### src/rtl/inst_fetch_pkg.sv
// Shared types and constants for the instruction fetch front end.
package inst_fetch_pkg;

  localparam int HOLD_W = 3;
  localparam int INT_W  = 8;

  localparam logic [HOLD_W-1:0] HOLD_NONE = 3'd0;
  localparam logic [HOLD_W-1:0] HOLD_PC   = 3'd1;
  localparam logic [HOLD_W-1:0] HOLD_IF   = 3'd2;
  localparam logic [HOLD_W-1:0] HOLD_ID   = 3'd3;

  localparam logic [INT_W-1:0] INT_NONE  = 8'h00;
  localparam logic [31:0]      INST_NOP  = 32'h0000_0013;
  localparam logic [31:0]      ZERO_WORD = 32'h0000_0000;

  typedef enum logic {
    FETCH_ST_FETCH = 1'b0,
    FETCH_ST_FLUSH = 1'b1
  } fetch_state_e;

  typedef struct packed {
    logic [31:0] addr;
    logic [31:0] inst;
  } fetch_entry_t;

  function automatic logic [31:0] pc_step(input logic [31:0] pc);
    return pc + 32'd4;
  endfunction

endpackage

### src/rtl/fetch_fifo.sv
// Small synchronous FIFO with flush; DEPTH must be a power of two.
module fetch_fifo #(
  parameter int DW    = 32,
  parameter int DEPTH = 2
) (
  input  logic                   clk,
  input  logic                   rst,
  input  logic                   push,
  input  logic                   pop,
  input  logic                   flush,
  input  logic [DW-1:0]          din,
  output logic [DW-1:0]          head,
  output logic [$clog2(DEPTH):0] count,
  output logic                   full,
  output logic                   empty
);

  localparam int AW = $clog2(DEPTH);

  logic [DW-1:0] mem_r [DEPTH];
  logic [AW-1:0] rptr_r;
  logic [AW-1:0] wptr_r;
  logic [AW:0]   count_r;
  logic          do_push_s;
  logic          do_pop_s;

  // Accept a push into a full FIFO only when the head leaves in the same cycle.
  always_comb begin
    full      = (count_r == (AW+1)'(DEPTH));
    empty     = (count_r == {(AW+1){1'b0}});
    do_pop_s  = pop && !empty;
    do_push_s = push && (!full || do_pop_s);
    head      = mem_r[rptr_r];
    count     = count_r;
  end

  // Pointer and occupancy state; flush wins over any push or pop.
  always_ff @(posedge clk) begin
    if (rst || flush) begin
      rptr_r  <= {AW{1'b0}};
      wptr_r  <= {AW{1'b0}};
      count_r <= {(AW+1){1'b0}};
    end else begin
      if (do_push_s) begin
        wptr_r <= wptr_r + {{(AW-1){1'b0}}, 1'b1};
      end
      if (do_pop_s) begin
        rptr_r <= rptr_r + {{(AW-1){1'b0}}, 1'b1};
      end
      count_r <= count_r + (AW+1)'(do_push_s) - (AW+1)'(do_pop_s);
    end
  end

  // Storage array; contents are don't-care while the slot is empty.
  always_ff @(posedge clk) begin
    if (do_push_s && !flush && !rst) begin
      mem_r[wptr_r] <= din;
    end
  end

endmodule

### src/rtl/inst_fetch.sv
// Fetch unit: owns the PC, issues ROM requests, buffers responses and feeds IF/ID.
module inst_fetch
  import inst_fetch_pkg::*;
#(
  parameter logic [31:0] RESET_ADDR = 32'h0000_0000,
  parameter int          FIFO_DEPTH = 2
) (
  input  logic              clk,
  input  logic              rst,
  input  logic [HOLD_W-1:0] hold_flag_i,
  input  logic              jump_flag_i,
  input  logic [31:0]       jump_addr_i,
  input  logic [INT_W-1:0]  int_flag_i,
  output logic              req_o,
  output logic [31:0]       addr_o,
  input  logic              gnt_i,
  input  logic              rvalid_i,
  input  logic [31:0]       rdata_i,
  output logic [31:0]       inst_o,
  output logic [31:0]       inst_addr_o,
  output logic [INT_W-1:0]  int_flag_o
);

  localparam int CW = $clog2(FIFO_DEPTH) + 1;

  fetch_state_e  state_r, state_s;
  logic [31:0]   pc_r, pc_s;
  logic [CW-1:0] outstanding_r, outstanding_s;
  logic [CW-1:0] kill_r, kill_s;
  logic          req_pend_r;
  logic          req_s, issue_ok_s, grant_s, resp_s, drop_s, iq_pop_s;
  logic [CW:0]   fill_s;

  logic [31:0]   aq_head_s;
  logic [CW-1:0] aq_count_s, iq_count_s;
  logic          aq_full_s, aq_empty_s, iq_full_s, iq_empty_s;
  fetch_entry_t  iq_head_s;
  fetch_entry_t  iq_din_s;
  logic          unused_s;

  assign unused_s = ^{aq_full_s, aq_count_s, iq_full_s, jump_addr_i[1:0]};
  assign iq_din_s = '{addr: aq_head_s, inst: rdata_i};

  // A raised request stays up until granted; only a jump, reset or flush drops it.
  always_comb begin
    fill_s     = {1'b0, outstanding_r} + {1'b0, iq_count_s};
    issue_ok_s = (hold_flag_i < HOLD_PC) && (fill_s < (CW+1)'(FIFO_DEPTH));
    if (rst || jump_flag_i || (state_r != FETCH_ST_FETCH)) begin
      req_s = 1'b0;
    end else begin
      req_s = req_pend_r || issue_ok_s;
    end
    grant_s  = req_s && gnt_i;
    drop_s   = rvalid_i && (kill_r != {CW{1'b0}});
    resp_s   = rvalid_i && (kill_r == {CW{1'b0}}) && !aq_empty_s;
    iq_pop_s = !iq_empty_s && (hold_flag_i < HOLD_IF) && !jump_flag_i;
  end

  // Next PC / in-flight bookkeeping; a jump turns every live request into a kill.
  always_comb begin
    outstanding_s = outstanding_r + CW'(grant_s) - CW'(resp_s);
    kill_s        = kill_r - CW'(drop_s);
    if (jump_flag_i) begin
      pc_s          = {jump_addr_i[31:2], 2'b00};
      kill_s        = kill_r - CW'(drop_s) + outstanding_r - CW'(resp_s);
      outstanding_s = {CW{1'b0}};
    end else if (grant_s) begin
      pc_s = pc_step(pc_r);
    end else begin
      pc_s = pc_r;
    end
    if (kill_s != {CW{1'b0}}) begin
      state_s = FETCH_ST_FLUSH;
    end else begin
      state_s = FETCH_ST_FETCH;
    end
  end

  // IF/ID delivery straight from the instruction FIFO head.
  always_comb begin
    req_o  = req_s;
    addr_o = pc_r;
    if (rst || jump_flag_i || iq_empty_s) begin
      inst_o      = INST_NOP;
      inst_addr_o = ZERO_WORD;
      int_flag_o  = INT_NONE;
    end else begin
      inst_o      = iq_head_s.inst;
      inst_addr_o = iq_head_s.addr;
      int_flag_o  = int_flag_i;
    end
  end

  // Control registers.
  always_ff @(posedge clk) begin
    if (rst) begin
      pc_r          <= RESET_ADDR;
      outstanding_r <= {CW{1'b0}};
      kill_r        <= {CW{1'b0}};
      state_r       <= FETCH_ST_FETCH;
      req_pend_r    <= 1'b0;
    end else begin
      pc_r          <= pc_s;
      outstanding_r <= outstanding_s;
      kill_r        <= kill_s;
      state_r       <= state_s;
      req_pend_r    <= req_s && !gnt_i;
    end
  end

  fetch_fifo #(.DW(32), .DEPTH(FIFO_DEPTH)) u_addr_q (
    .clk   (clk),
    .rst   (rst),
    .push  (grant_s),
    .pop   (resp_s),
    .flush (jump_flag_i),
    .din   (pc_r),
    .head  (aq_head_s),
    .count (aq_count_s),
    .full  (aq_full_s),
    .empty (aq_empty_s)
  );

  fetch_fifo #(.DW(64), .DEPTH(FIFO_DEPTH)) u_inst_q (
    .clk   (clk),
    .rst   (rst),
    .push  (resp_s && !jump_flag_i),
    .pop   (iq_pop_s),
    .flush (jump_flag_i),
    .din   (iq_din_s),
    .head  (iq_head_s),
    .count (iq_count_s),
    .full  (iq_full_s),
    .empty (iq_empty_s)
  );

endmodule

### config.mk
export PLATFORM = sky130hd
export DESIGN_NAME = inst_fetch
export DESIGN_NICKNAME = d
export VERILOG_FILES = /design/src/rtl/inst_fetch_pkg.sv /design/src/rtl/fetch_fifo.sv /design/src/rtl/inst_fetch.sv
export SDC_FILE = /design/constraint.sdc
export NUM_CORES = 1
export LEC_CHECK = 0
export BUFFER_PORTS_ARGS = -buffer_cell sky130_fd_sc_hd__buf_2
export CAP_MARGIN = 40
export CORE_MARGIN = 8
export CORE_UTILIZATION = 55
export CTS_CLUSTER_DIAMETER = 30
export DETAILED_ROUTE_END_ITERATION = 10
export PLACE_DENSITY = 0.82
export SYNTH_ARGS = -nofsm -noshare
export SYNTH_HDL_FRONTEND = slang
export SYNTH_SLANG_ARGS = --single-unit
### constraint.sdc
create_clock -name clk -period 14.4 [get_ports clk]
set_clock_uncertainty 0.15 [all_clocks]
set_input_delay 0 -clock clk [delete_from_list [all_inputs] [get_ports clk]]
set_output_delay 0 -clock clk [all_outputs]
set_load 0.02 [all_outputs]
======== Word-level counts from Yosys, hierarchy flattened ========
Memory sizes are Yosys's and may differ from the RTL's. A register that Yosys moved wholly into a read port is not among the register bits.
Cells that the tools add are included.
storage, ports and cells
  register bits ........................... 46
  RAM bits ................................ 192
  bits of input ports ..................... 80
  output and inout port bits .............. 105
  word-level logic and storage cells ...... 87
  memories ................................ 2
memory list
  memory          depth  width  read ports  clocked after memory_dff  wr ports  RTL line          text
  u_inst_q.mem_r  2      64     1           1                         1         fetch_fifo.sv:20  logic [DW-1:0] mem_r [DEPTH];
  u_addr_q.mem_r  2      32     1           1                         1         fetch_fifo.sv:20
operators by class
  add/subtract/negate cells ............... 15
  magnitude comparators ................... 3
  eq/ne operators ......................... 2
  multiplexer cells ....................... 16
  reduce and logical (&&, ||, !) cells .... 37
operators by type and width
  kind                                                        number
  two-way mux 32 bit                                          4
  adder 32 x 3 -> 32 bit, second input constant               1
  logical AND 1 bit                                           17
  two-way mux 1 bit                                           10
  subtractor 2 x 1 -> 2 bit                                   5
  two-way mux 8 bit                                           1
  logical NOT 1 bit                                           7
  adder 2 x 1 -> 2 bit                                        3
  logical NOT 2 bit                                           3
  logical OR 1 bit                                            6
  less-than comparator 3 x 2 -> 1 bit, second input constant  2
  nonzero test 2 bit                                          3
  adder 1 bit, second input constant                          4
  equality test 2 bit, second input constant                  2
  adder 2 x 2 -> 3 bit                                        1
  less-than comparator 3 x 1 -> 1 bit, second input constant  1
  adder 2 bit                                                 1
  two-way mux 2 bit                                           1
  OR reduction 2 bit                                          1

======== Logic depth before layout (Yosys ltp) ========
Gate-level depths: netlist of run 1.
  depth after elaboration ................. 11
  depth in mapped cells ................... 13

======== Hierarchy ========
From an unflattened synthesis of run 1, not the netlist that was laid out.
unflattened totals
  cell total of the unflattened synthesis .. 723
  area, all modules ....................... 10151.0 µm²
modules (own cells, without submodules)
  module                 instances  cells an instance  area an instance (µm²)  sequential area each (µm²)
  fetch_fifo (u_inst_q)  1          229                4849.7                  3943.8
  inst_fetch             1          364                2750.1                  720.7
  fetch_fifo (u_addr_q)  1          130                2551.2                  2021.9

======== Least setup slack after synthesis of run 1 ========
OpenSTA, ideal clock, no wires.
  path kind ............................... reg-to-reg
  start point ............................. register kill_r[1]
  end point ............................... memory u_inst_q.mem_r[0][0], enable pin
  setup time .............................. 0.571 ns
  arrival ................................. 5.485 ns
  slack ................................... 8.193 ns
  stages on the path, launching flop included .. 5
  cell sequence ........................... dfxtp_1 nor2_1 o211a_1 o311a_1 nor3b_1
on the way
  longest elaborated chain between the ends .. 9
RTL lines
  element                                  RTL line           text
  from (decl)                              inst_fetch.sv:29   logic [CW-1:0] kill_r, kill_s;
  from (signal assigned)                   inst_fetch.sv:99   kill_r <= {CW{1'b0}};
  from (signal assigned)                   inst_fetch.sv:105  kill_r <= kill_s;
  logical NOT 2 bit                        inst_fetch.sv:55   resp_s = rvalid_i && (kill_r == {CW{1'b0}}) && !aq_empty_s;
  logical AND 1 bit (2 in a row)           inst_fetch.sv:55
  logical AND 1 bit                        inst_fetch.sv:127  .push (resp_s && !jump_flag_i),
  logical AND 1 bit                        fetch_fifo.sv:32   do_push_s = push && (!full || do_pop_s);
  via u_inst_q.do_push_s                   fetch_fifo.sv:24   logic do_push_s;
  logical AND 1 bit (2 in a row)           fetch_fifo.sv:56   if (do_push_s && !flush && !rst) begin
  two-way mux 1 bit                        fetch_fifo.sv:56
  two-way mux 1 bit (not written as such)  fetch_fifo.sv:57   mem_r[wptr_r] <= din;
  to (decl)                                fetch_fifo.sv:20
The timed path passes the listed nets, and every way through them passes these cells.

======== Final worst setup path of run 1 ========
  start point ............................. register u_inst_q.count_r[0], in the netlist u_inst_q.count[0]
  end point ............................... register pc_r[19], in the netlist addr_o[19]
on the way
  longest elaborated chain between the ends .. 7
RTL lines
  element                              RTL line           text
  from (decl)                          fetch_fifo.sv:23   logic [AW:0] count_r;
  from (signal assigned)               fetch_fifo.sv:42   count_r <= {(AW+1){1'b0}};
  from (signal assigned)               fetch_fifo.sv:50   count_r <= count_r + (AW+1)'(do_push_s) - (AW+1)'(do_pop_s);
  adder 2 x 2 -> 3 bit                 inst_fetch.sv:46   fill_s = {1'b0, outstanding_r} + {1'b0, iq_count_s};
  less-than comparator 3 x 2 -> 1 bit  inst_fetch.sv:47   issue_ok_s = (hold_flag_i < HOLD_PC) && (fill_s < (CW+1)'(FIFO_DEPTH));
  logical AND 1 bit                    inst_fetch.sv:47
  logical OR 1 bit                     inst_fetch.sv:51   req_s = req_pend_r || issue_ok_s;
  two-way mux 1 bit                    inst_fetch.sv:48   if (rst || jump_flag_i || (state_r != FETCH_ST_FETCH)) begin
  logical AND 1 bit                    inst_fetch.sv:53   grant_s = req_s && gnt_i;
  nonzero test 2 bit (no source line)  -
  to (signal assigned)                 inst_fetch.sv:103  pc_r <= pc_s;
  to (decl)                            inst_fetch.sv:27   logic [31:0] pc_r, pc_s;
No other way between the ends.
A chain may end at the register's enable or synchronous reset.

==> metrics.txt, run 1 <==
status=finished clean; GRT Util Overall=0.223; H-tree depth=2; WL/cell=a little under 20 um; largest net degree at the start of global routing=60; slew of the pin with the lowest slew margin=between 0.8 and 0.9 ns; Ys Warns=0; Syn Area/Cell=13.9 sq um; Critical Path AT=3.59 ns; clk_lat worst skew=0.52 ns; setup slack, reg-to-reg=11.11 ns; PD cells=133 nW/um^2; antenna-violating nets left=0; Final Net Count=1071; initial core utilization=0.556; Seq/Total Area, Yosys=0.677; die height=148 um; Crit. End Element=register; worst vdd ir=105 uV; initial antenna violation count=1; dpl hpwl=about 14000 um; synthesized flop and latch total=230; IO Pins=about 190; met2 usage=0.366; asr flop ratio synth=0; Syn Inst Count=687; max-cap viol count=0; Hold Path Stages=2; Worst Reg-to-Reg Cells=8; setup TNS=0 ns; Max Slew Vio Count=0; Max Root-Sink Buffers=3; Fillers=~990; Root Driver=clkbuf_16; minimum clock period=3.29 ns; Worst Hold Endpoint=u_inst_q.mem_r[1][16]$_DFFE_PP_; count leader, synth=edfxtp_1; Post-synth top cells=edfxtp_1 (184), nor2_1 (98), mux2i_1 (63), dfxtp_1 (46), mux2_2 (31); total CTS buffers=40; layout cells sized above 1=0.299; total global routing overflow=0; worst r2r dst=addr_o[19]$_SDFFE_PP0P_; Worst R2R Start=u_inst_q.count[0]$_SDFF_PP0_; Critical Path Source Type=register; vias in the first global route=between 7000 and 8000; part of the cycle the worst path needs=0.228; Hold Fails Final Rpt=0; fmax=304 MHz; via count=6881; HP Start=rdata_i[16]; final instance area=12900 sq um; vias per cell=5.56; Crit Path Class=register to register; area of the mapped netlist=approximately 9500 sq um; met1 global-route usage=0.282; Port Buffer Count=~180; Yosys top cell area share=0.580; grt met3 use=0.0608; num rows=48; Reg clk slew, reported paths=0.06 ns; main flop type after synthesis=edfxtp_1; CTS sink count=230; die area=approximately 22000 sq um; final wirelength=24600 um; Worst Path Required=14.70 ns; Chip Width=around 150 um; Remaining DRCs=0; EDFF count, synth=184; Iteration-0 DRC Markers=587; area delta synth->final=35.8%; RSZ-0062 raised after global routing=no; CP Max Fanout=7; setup bufs post-CTS=0; DP Area=10700 sq um; Fin Hold WS=0.0669 ns; post-synth top area cell=edfxtp_1; Distinct cells, synth=57; CTS tree=done; gr busiest metal=met2; router iterations before antenna repair=5; area of the core=17100 sq um; gp weighted congestion=0.822; slew margin rel.=0.465; Hold Crit Class=input pin to register; first-pass GRT wire length=38600 um; final setup violation count=0; leakage=4.91 nW; top cells by area, synth=edfxtp_1 (58%), dfxtp_1 (9.7%), mux2i_1 (6.6%)
==> layer usage <==
metal  part of all wire  wire length, um
met1               0.40             9980
met2               0.48            11800
met3              0.089             2190
met4              0.026              643
met5                  0                0
==> power by group <==
part,internal (mW),switching (mW)
clock,0.552,0.334
combinational,0.0478,0.0464
sequential,0.726,0.0160
==> critical path, stage by stage (launching register included) <==
cell and delay [ns]:
dfxtp_1 0.37, and2_1 0.18, fa_1 0.40, nor4_4 0.36, a31o_4 0.25, nand4_1 0.25, o31a_1 0.32, a2111oi_1 0.34
dlygate4sd3_1 0.60
==> logic make-up after synthesis <==
family | after synthesis | share of synthesized area
XOR/XNOR | 29 | 0.0267
AO/OA/AOI/OAI | 67 | 0.0517
buffers and inverters | 56 | 0.0248
multiplexers | 94 | 0.103
adder cells (fa/ha/maj) | 10 | 0.0139
other | 1 | 0.000394
AND/OR/NAND/NOR | 200 | 0.102
flip-flops | 230 | 0.677
==> metrics by stage <==
stage	total power, mW	setup slack [ns]	std cells	utilization
floorplan	0.790	8.19	690	-
global placement	0.818	11.47	1066	0.621
detailed placement	0.821	11.40	1070	0.625
CTS	1.73	11.16	1237	0.755
global route	1.78	11.01	1238	0.755
finish	1.72	11.11	1238	0.755
==> final cells by class <==
cell class / count / area, sq um / share of cell area
Antenna cell: 1 / 2.50 / 0.000194
Multi-Input combinational cell: 404 / 2870 / 0.222
Tap cell: 225 / 282 / 0.0218
Clock inverter: 27 / 234 / 0.0181
Inverter: 20 / 77.6 / 0.00600
Timing Repair Buffer: 285 / 1970 / 0.152
Clock buffer: 46 / 1040 / 0.0808
Sequential cell: 230 / 6450 / 0.499
==> what timing repair did <==
action / in CTS / in global routing
hold buffers: 94 / 0
hold endpoints to repair: 106 / 0
gates resized for setup: 0 / 0
==> placed cells by master (no fill, tap or decap), types with 10 or more instances in the layout <==
master / instances
nand2_1: 23
inv_1: 18
a21oi_1: 14
mux2_2: 31
xnor2_1: 22
buf_4: 10
a211oi_1: 10
nand3_1: 11
clkbuf_16: 41
nor3_1: 10
buf_2: 178
mux2i_1: 63
inv_6: 10
dlygate4sd3_1: 94
edfxtp_1: 184
nor2_1: 96
dfxtp_1: 45
and2_1: 13
==> worst max-delay path by stage <==
stage | start | endpoint | slack, ns
6_report | u_inst_q.count[0]$_SDFF_PP0_ | addr_o[19]$_SDFFE_PP0P_ | 11.11
5_1_grt | u_inst_q.count[0]$_SDFF_PP0_ | addr_o[19]$_SDFFE_PP0P_ | 11.01
4_1_cts | u_inst_q.count[0]$_SDFF_PP0_ | addr_o[19]$_SDFFE_PP0P_ | 11.16
3_5_place_dp | u_inst_q.count[0]$_SDFF_PP0_ | outstanding_r[1]$_SDFF_PP0_ | 11.40
3_3_place_gp | u_inst_q.count[0]$_SDFF_PP0_ | outstanding_r[1]$_SDFF_PP0_ | 11.47
2_1_floorplan | kill_r[1]$_SDFF_PP0_ | u_inst_q.mem_r[0][0]$_DFFE_PP_ | 8.19
==> state kept, by name (all words and copies together), names as in the netlist, named ones only <==
signal,flops
addr_o,30
kill_r,2
outstanding_r,2
req_pend_r,1
state_r,1
u_addr_q.count,2
u_addr_q.mem_r,60
u_addr_q.rptr_r,1
u_addr_q.wptr_r,1
u_inst_q.count,2
u_inst_q.mem_r,124
u_inst_q.rptr_r,1
u_inst_q.wptr_r,1
(Power assumes the default switching activity.)
==> run 2: changes to the inputs <==
--- a/config.mk
+++ b/config.mk
@@ -8,10 +8,10 @@
 export BUFFER_PORTS_ARGS = -buffer_cell sky130_fd_sc_hd__buf_2
 export CAP_MARGIN = 40
 export CORE_MARGIN = 8
-export CORE_UTILIZATION = 55
+export CORE_UTILIZATION = 50
 export CTS_CLUSTER_DIAMETER = 30
 export DETAILED_ROUTE_END_ITERATION = 10
-export PLACE_DENSITY = 0.82
+export PLACE_DENSITY = 0.79
 export SYNTH_ARGS = -nofsm -noshare
 export SYNTH_HDL_FRONTEND = slang
 export SYNTH_SLANG_ARGS = --single-unit
==> constraint.sdc (replaced) <==
create_clock -name clk -period 2.7 [get_ports clk]
set_clock_uncertainty 0.15 [all_clocks]
set_input_delay 0 -clock clk [delete_from_list [all_inputs] [get_ports clk]]
set_output_delay 0 -clock clk [all_outputs]
set_load 0.02 [all_outputs]
==> metrics.txt, run 2 (synthesis results as in run 1) <==
vias per cell=5.38 (-3.1%); Critical Path AT=2.89 ns (-0.70 ns); commonest non-fill, non-tap cell in the layout=edfxtp_1; total CTS buffers=38 (-5.0%); max-cap viol count=0 (unchanged); Setup WS post-layout=0.0482 ns (-11.06 ns); Critical Path Source Type=register; area of the core=18700 sq um (+9.3%); layout cells sized above 1=0.328 (+0.0290); gr busiest metal=met2; via count=6686 (-2.8%); die height=154 um (+4.4%); Ant. Diodes=0 (-1); router iterations before antenna repair=5 (unchanged); Root Driver=clkbuf_16; leakage=4.91 nW (+0.14%); IO Pins=185 (unchanged); final setup violation count=0 (unchanged); sequential power share=0.427 (-0.004); CP Max Fanout=3 (-4); GRT Util Overall=0.195 (-0.0286); CTS tree=done; H-tree depth=2 (unchanged); Multi-input gate area=2910 sq um (+1.5%); gp weighted congestion=0.879 (+7.0%); status=finished clean; most frequent cells in the layout=edfxtp_1 (184), buf_2 (178), nor2_1 (94); initial core utilization=0.509 (-0.0472); clk_lat worst skew=0.51 ns (about the same); slew margin rel.=0.500 (+0.0354); total global routing overflow=0 (unchanged); largest net degree at the start of global routing=63 (+5.0%); Max Root-Sink Buffers=3 (unchanged); fmax=377 MHz (+24%); final core occ=0.696 (-0.0590); minimum clock period=2.65 ns (-0.638 ns); Post-Place Cells=1093 (+2.1%); max reg flops=124 (unchanged); Crit. End Element=register; area delta synth->final=36.8%; clock power share=0.518 (+0.004); Worst Path Required=2.94 ns (-11.76 ns); Reg clk slew, reported paths=0.05 ns (about the same); met1 global-route usage=0.234 (-0.0483); Storage cell area=6450 sq um (about the same); met2 usage=0.330 (-0.0358); switching pwr=2.05 mW (+420%); Max Slew Vio Count=0 (unchanged); Hold Crit Class=input pin to register; first-pass GRT wire length=36500 um (-5.3%); CTS sink count=230 (unchanged); DP Worst Slack=0.0222 ns (-11.38 ns); Hold Fails Final Rpt=0 (unchanged); vias in the first global route=6748 (-5.0%); most flop-heavy register=u_inst_q.mem_r; initial antenna violation count=1 (unchanged); Chip Width=154 um (+4.4%); slew of the pin with the lowest slew margin=0.743 ns (-0.0600 ns); worst vdd ir=383 uV (+260%); Crit Path Class=register to register; part of the cycle the worst path needs=0.982 (+0.754); antenna-violating nets left=0 (unchanged); die area=23700 sq um (+8.9%); Gate power share=0.055 (about the same); Fillers=1186 (+19%); PD cells=711 nW/um^2 (+430%); WL/cell=18.9 um (-4.8%); dpl hpwl=14600 um (+3.0%); grt met3 use=0.0518 (-0.00899); final wirelength=23500 um (-4.5%); num rows=50 (+4.2%); Sw Share=0.222 (-0.00836); Remaining DRCs=0 (unchanged); Port Buffer Count=178 (unchanged); Post-Layout Cell Count=1242 (+0.32%); internal power=7.21 mW (+440%); Iteration-0 DRC Markers=465 (-21%); Final Net Count=1069 (-0.19%)
run 2: cell count changes in the layout (fill, tap and decap cells not counted), moves of 3 or more:
cell           change
dlygate4sd3_1     -19
clkbuf_1           -3
buf_4             +14
clkinv_1           -3
inv_6              -6
buf_12             +4
bufinv_16          +3
clkinv_4           +4
nor2_4             +4
clkinvlp_4         +3
run 2: repair_timing:
action                                 4_1_cts  5_1_grt
setup endpoints to repair                    1       67
hold buffers                                76        0
gates resized for setup                      1        7
gates cloned                                 0        0
buffers inserted                             2        3
endpoints found under the hold margin      105        0
pin swaps                                    2        5
run 2: worst max-delay path, stage by stage (launching register included):
cell and delay, ns:
dfxtp_1 0.37, and2_4 0.16, fa_2 0.46, nor2_4 0.17, a31o_4 0.16, and2_4 0.15
inv_4 0.04, ha_1 0.28, inv_1 0.06, ha_1 0.16, xor2_1 0.17, xnor2_1 0.14
nor2_1 0.06
run 2: metal layers:
| metal | up-vias | wire length [um] |
|---|---|---|
| met5 | - | 0 |
| met4 | 0 | 622 |
| met3 | 54 | 2030 |
| met2 | 329 | 11300 |
| met1 | 3159 | 9510 |
| li1 | 3144 | - |
run 2: cell type report:
cell class / count / area share
Sequential cell: 230 / 0.496
Inverter: 20 / 0.00596
Timing Repair Buffer: 285 / 0.153
Clock inverter: 28 / 0.0239
Clock buffer: 41 / 0.0755
Tap cell: 234 / 0.0225
Multi-Input combinational cell: 404 / 0.224
run 2: metrics by stage:
stage	hold WS (ns)	power, mW	setup TNS (ns)	instance area [sq um]
final	0.0513	9.26	0	13000
after detailed placement	0.0419	4.40	0	10900
after global routing	0.0620	9.54	-0.0536	13000
after floorplan	-0.0511	4.22	-35.09	9560
after global placement	0.0382	4.39	0	10900
after CTS	0.0279	9.30	0	13000
run 2: power by group through the flow:
stage / sequential (mW) / combinational, mW / clock (mW)
2_1_floorplan: 4.04 / 0.180 / 0
3_3_place_gp: 4.01 / 0.381 / 0
3_5_place_dp: 4.01 / 0.387 / 0
4_1_cts: 3.94 / 0.486 / 4.87
5_1_grt: 3.95 / 0.552 / 5.04
6_report: 3.95 / 0.511 / 4.80
run 2: worst paths after layout:
check	start	to	slack (ns)	cells after the start
worst min register to register	u_addr_q.rptr_r$_SDFFE_PP0P_	u_addr_q.rptr_r$_SDFFE_PP0P_	0.37	2
worst min-delay path	hold_flag_i[0]	req_pend_r$_SDFF_PP0_	0.05	5
worst max register to register	outstanding_r[0]$_SDFF_PP0_	outstanding_r[1]$_SDFF_PP0_	0.05	12
worst max-delay path	outstanding_r[0]$_SDFF_PP0_	outstanding_r[1]$_SDFF_PP0_	0.05	12
==> run 3: changes to the inputs <==
--- a/config.mk
+++ b/config.mk
@@ -14,4 +14,5 @@
 export PLACE_DENSITY = 0.79
 export SYNTH_ARGS = -nofsm -noshare
 export SYNTH_HDL_FRONTEND = slang
+export SYNTH_HIERARCHICAL = 1
 export SYNTH_SLANG_ARGS = --single-unit
==> metrics.txt, run 3 <==
Fin Hold WS=0.0688 ns (+0.0175 ns); num rows=52 (+4.0%); final wirelength=27500 um (+17%); max incr delay on CP=0.44 ns (-0.02 ns); status=complete, but fails checks; slew margin rel.=0.471 (-0.0291); Hold Fails Final Rpt=0 (unchanged); vias in the first global route=7593 (+13%); clock power share=0.545 (+0.027); PD cells=689 nW/um^2 (-3.1%); Fillers=1241 (+4.6%); total CTS buffers=40 (+5.3%); total global routing overflow=0 (unchanged); H-tree depth=2 (unchanged); initial antenna violation count=0 (-1); Max Root-Sink Buffers=3 (unchanged); router iterations before antenna repair=8 (+3); worst r2r dst=u_addr_q/count[1]$_SDFF_PP0_; Gate power share=0.048 (-0.007); Crit. End Element=register; Syn Inst Count=721 (+4.9%); first-pass GRT wire length=40300 um (+10%); CTS tree=done; IO Pins=185 (unchanged); area of the mapped netlist=10100 sq um (+6.6%); worst vdd ir=382 uV (-0.32%); via count=7417 (+11%); Setup WS post-layout=-0.345 ns (-0.393 ns); Critical Path Slowest Stage Cell=or4_4; Ant. Diodes=0 (unchanged); antenna-violating nets left=0 (unchanged); Top delay family on crit path=simple AND/OR/NAND/NOR gates; Worst Reg-to-Reg Cells=13 (+1); commonest non-fill, non-tap cell in the layout=edfxtp_1; layout cells sized above 1=0.415 (+0.0868); met2 usage=0.363 (+0.0326); max reg flops=128 (+3.2%); leakage=5.64 nW (+15%); RSZ-0062 raised after global routing=yes; Sw Share=0.207 (-0.0148); HP Start=rdata_i[0]; vias per cell=5.48 (+1.8%); internal power=7.90 mW (+9.6%); Reg clk slew, reported paths=0.05 ns (about the same); Syn Area/Cell=14.1 sq um (+1.5%); WL/cell=20.3 um (+7.2%); area delta synth->final=42.5%; Worst R2R Start=outstanding_r[0]$_SDFF_PP0_; die area=25100 sq um (+5.9%); Port Buffer Count=180 (+1.1%); Worst Path Required=2.95 ns (about the same); CTS sink count=238 (+3.5%); met1 global-route usage=0.238 (+0.00401); fmax=328 MHz (-13%); most frequent cells in the layout=edfxtp_1 (192), buf_2 (180), mux2_2 (94); gp weighted congestion=0.868 (-1.2%); GRT Util Overall=0.209 (+0.0142); Ys Warns=6 (+6); gr busiest metal=met2; Crit Path Class=register to register; clk_lat worst skew=0.51 ns (about the same); initial core utilization=0.505 (-0.00435); Hold Crit Class=input pin to register; final setup violation count=76 (+76); Remaining DRCs=0 (unchanged); Root Driver=clkbuf_16; grt met3 use=0.0527 (+0.000810); Multi-input gate area=3520 sq um (+21%); Max Slew Vio Count=0 (unchanged); Critical Path, Cell by Cell=and2_4 -> fa_2 -> or4_4 -> o21ai_4 -> nand2_4 -> inv_4 -> xor2_1 -> o21ai_1 -> nor2_1 -> ha_1 -> xnor2_1 -> or3_1 -> and3_1; largest net degree at the start of global routing=59 (-6.3%); sequential power share=0.408 (-0.019); total chip power=9.96 mW (+7.5%); Chip Width=158 um (+2.9%); area of the core=20100 sq um (+7.5%); part of the cycle the worst path needs=1.13 (+0.146); dpl hpwl=16200 um (+11%); Iteration-0 DRC Markers=584 (+26%); minimum clock period=3.04 ns (+0.393 ns); CP Buf/Inv Count=1 (-1); most flop-heavy register=u_inst_q/mem_r; Critical Path Source Type=register; Hold Path Stages=2 (-3); final core occ=0.719 (+0.0228); CP Max Fanout=4 (+1); max-cap viol count=0 (unchanged); setup slack, reg-to-reg=-0.34 ns (-0.39 ns); Critical Path AT=3.29 ns (+0.40 ns); Post-Place Cells=1181 (+8.1%); switching pwr=2.06 mW (+0.33%); slew of the pin with the lowest slew margin=0.790 ns (+0.0475 ns); Storage cell area=6700 sq um (+3.8%); die height=158 um (+2.9%); failing checks=setup timing; Post-Layout Cell Count=1354 (+9.0%); Final Net Count=1141 (+6.7%); Worst Hold Endpoint=u_inst_q/mem_r[0][0]$_DFFE_PP_
## run 3: per-stage QoR
step / worst slack, ns / cell area [sq um] / TNS [ns]
floorplan: -1.20 / 10300 / -179.50
global placement: -0.359 / 11800 / -17.60
detailed placement: -0.422 / 11800 / -21.14
CTS: -0.272 / 14400 / -16.57
global route: -0.469 / 14500 / -18.60
finish: -0.345 / 14500 / -12.84
## run 3: worst max-delay path by stage
stage,startpoint,to,slack (ns),depth (start not counted)
finish,outstanding_r[0]$_SDFF_PP0_,u_addr_q/count[1]$_SDFF_PP0_,-0.34,13
CTS,outstanding_r[0]$_SDFF_PP0_,u_addr_q/count[1]$_SDFF_PP0_,-0.27,13
floorplan,u_addr_q/count[1]$_SDFF_PP0_,u_inst_q/mem_r[1][0]$_DFFE_PP_,-1.20,5
global route,outstanding_r[0]$_SDFF_PP0_,u_addr_q/count[1]$_SDFF_PP0_,-0.47,13
global placement,outstanding_r[0]$_SDFF_PP0_,u_addr_q/count[1]$_SDFF_PP0_,-0.36,13
detailed placement,outstanding_r[0]$_SDFF_PP0_,u_addr_q/count[1]$_SDFF_PP0_,-0.42,13
## run 3: cell type report
class                           count  area share
Multi-Input combinational cell    438       0.243
Clock inverter                     24      0.0254
Timing Repair Buffer              320       0.165
Clock buffer                       50      0.0762
Sequential cell                   238       0.463
Inverter                           14     0.00381
Tap cell                          270      0.0234
## run 3: power groups by stage
stage / combinational, mW / clock (mW) / sequential [mW]
6_report: 0.475 / 5.42 / 4.06
3_3_place_gp: 0.348 / 0 / 4.12
5_1_grt: 0.507 / 5.67 / 4.06
4_1_cts: 0.454 / 5.48 / 4.05
3_5_place_dp: 0.358 / 0 / 4.12
2_1_floorplan: 0.144 / 0 / 4.15
## run 3: routing by layer
| layer | vias up | part of all wire |
|---|---|---|
| met3 | 63 | 0.090 |
| met5 | - | 0 |
| li1 | 3388 | - |
| met2 | 377 | 0.50 |
| met1 | 3589 | 0.37 |
| met4 | 0 | 0.033 |
## run 3: timing repair
action | in CTS | in global routing
endpoints found under the hold margin | 104 | 0
buffers inserted | 17 | 9
hold buffers | 73 | 0
resized for setup | 31 | 22
endpoints found under the setup margin | 71 | 202
cloned | 6 | 4
pin swaps | 14 | 17
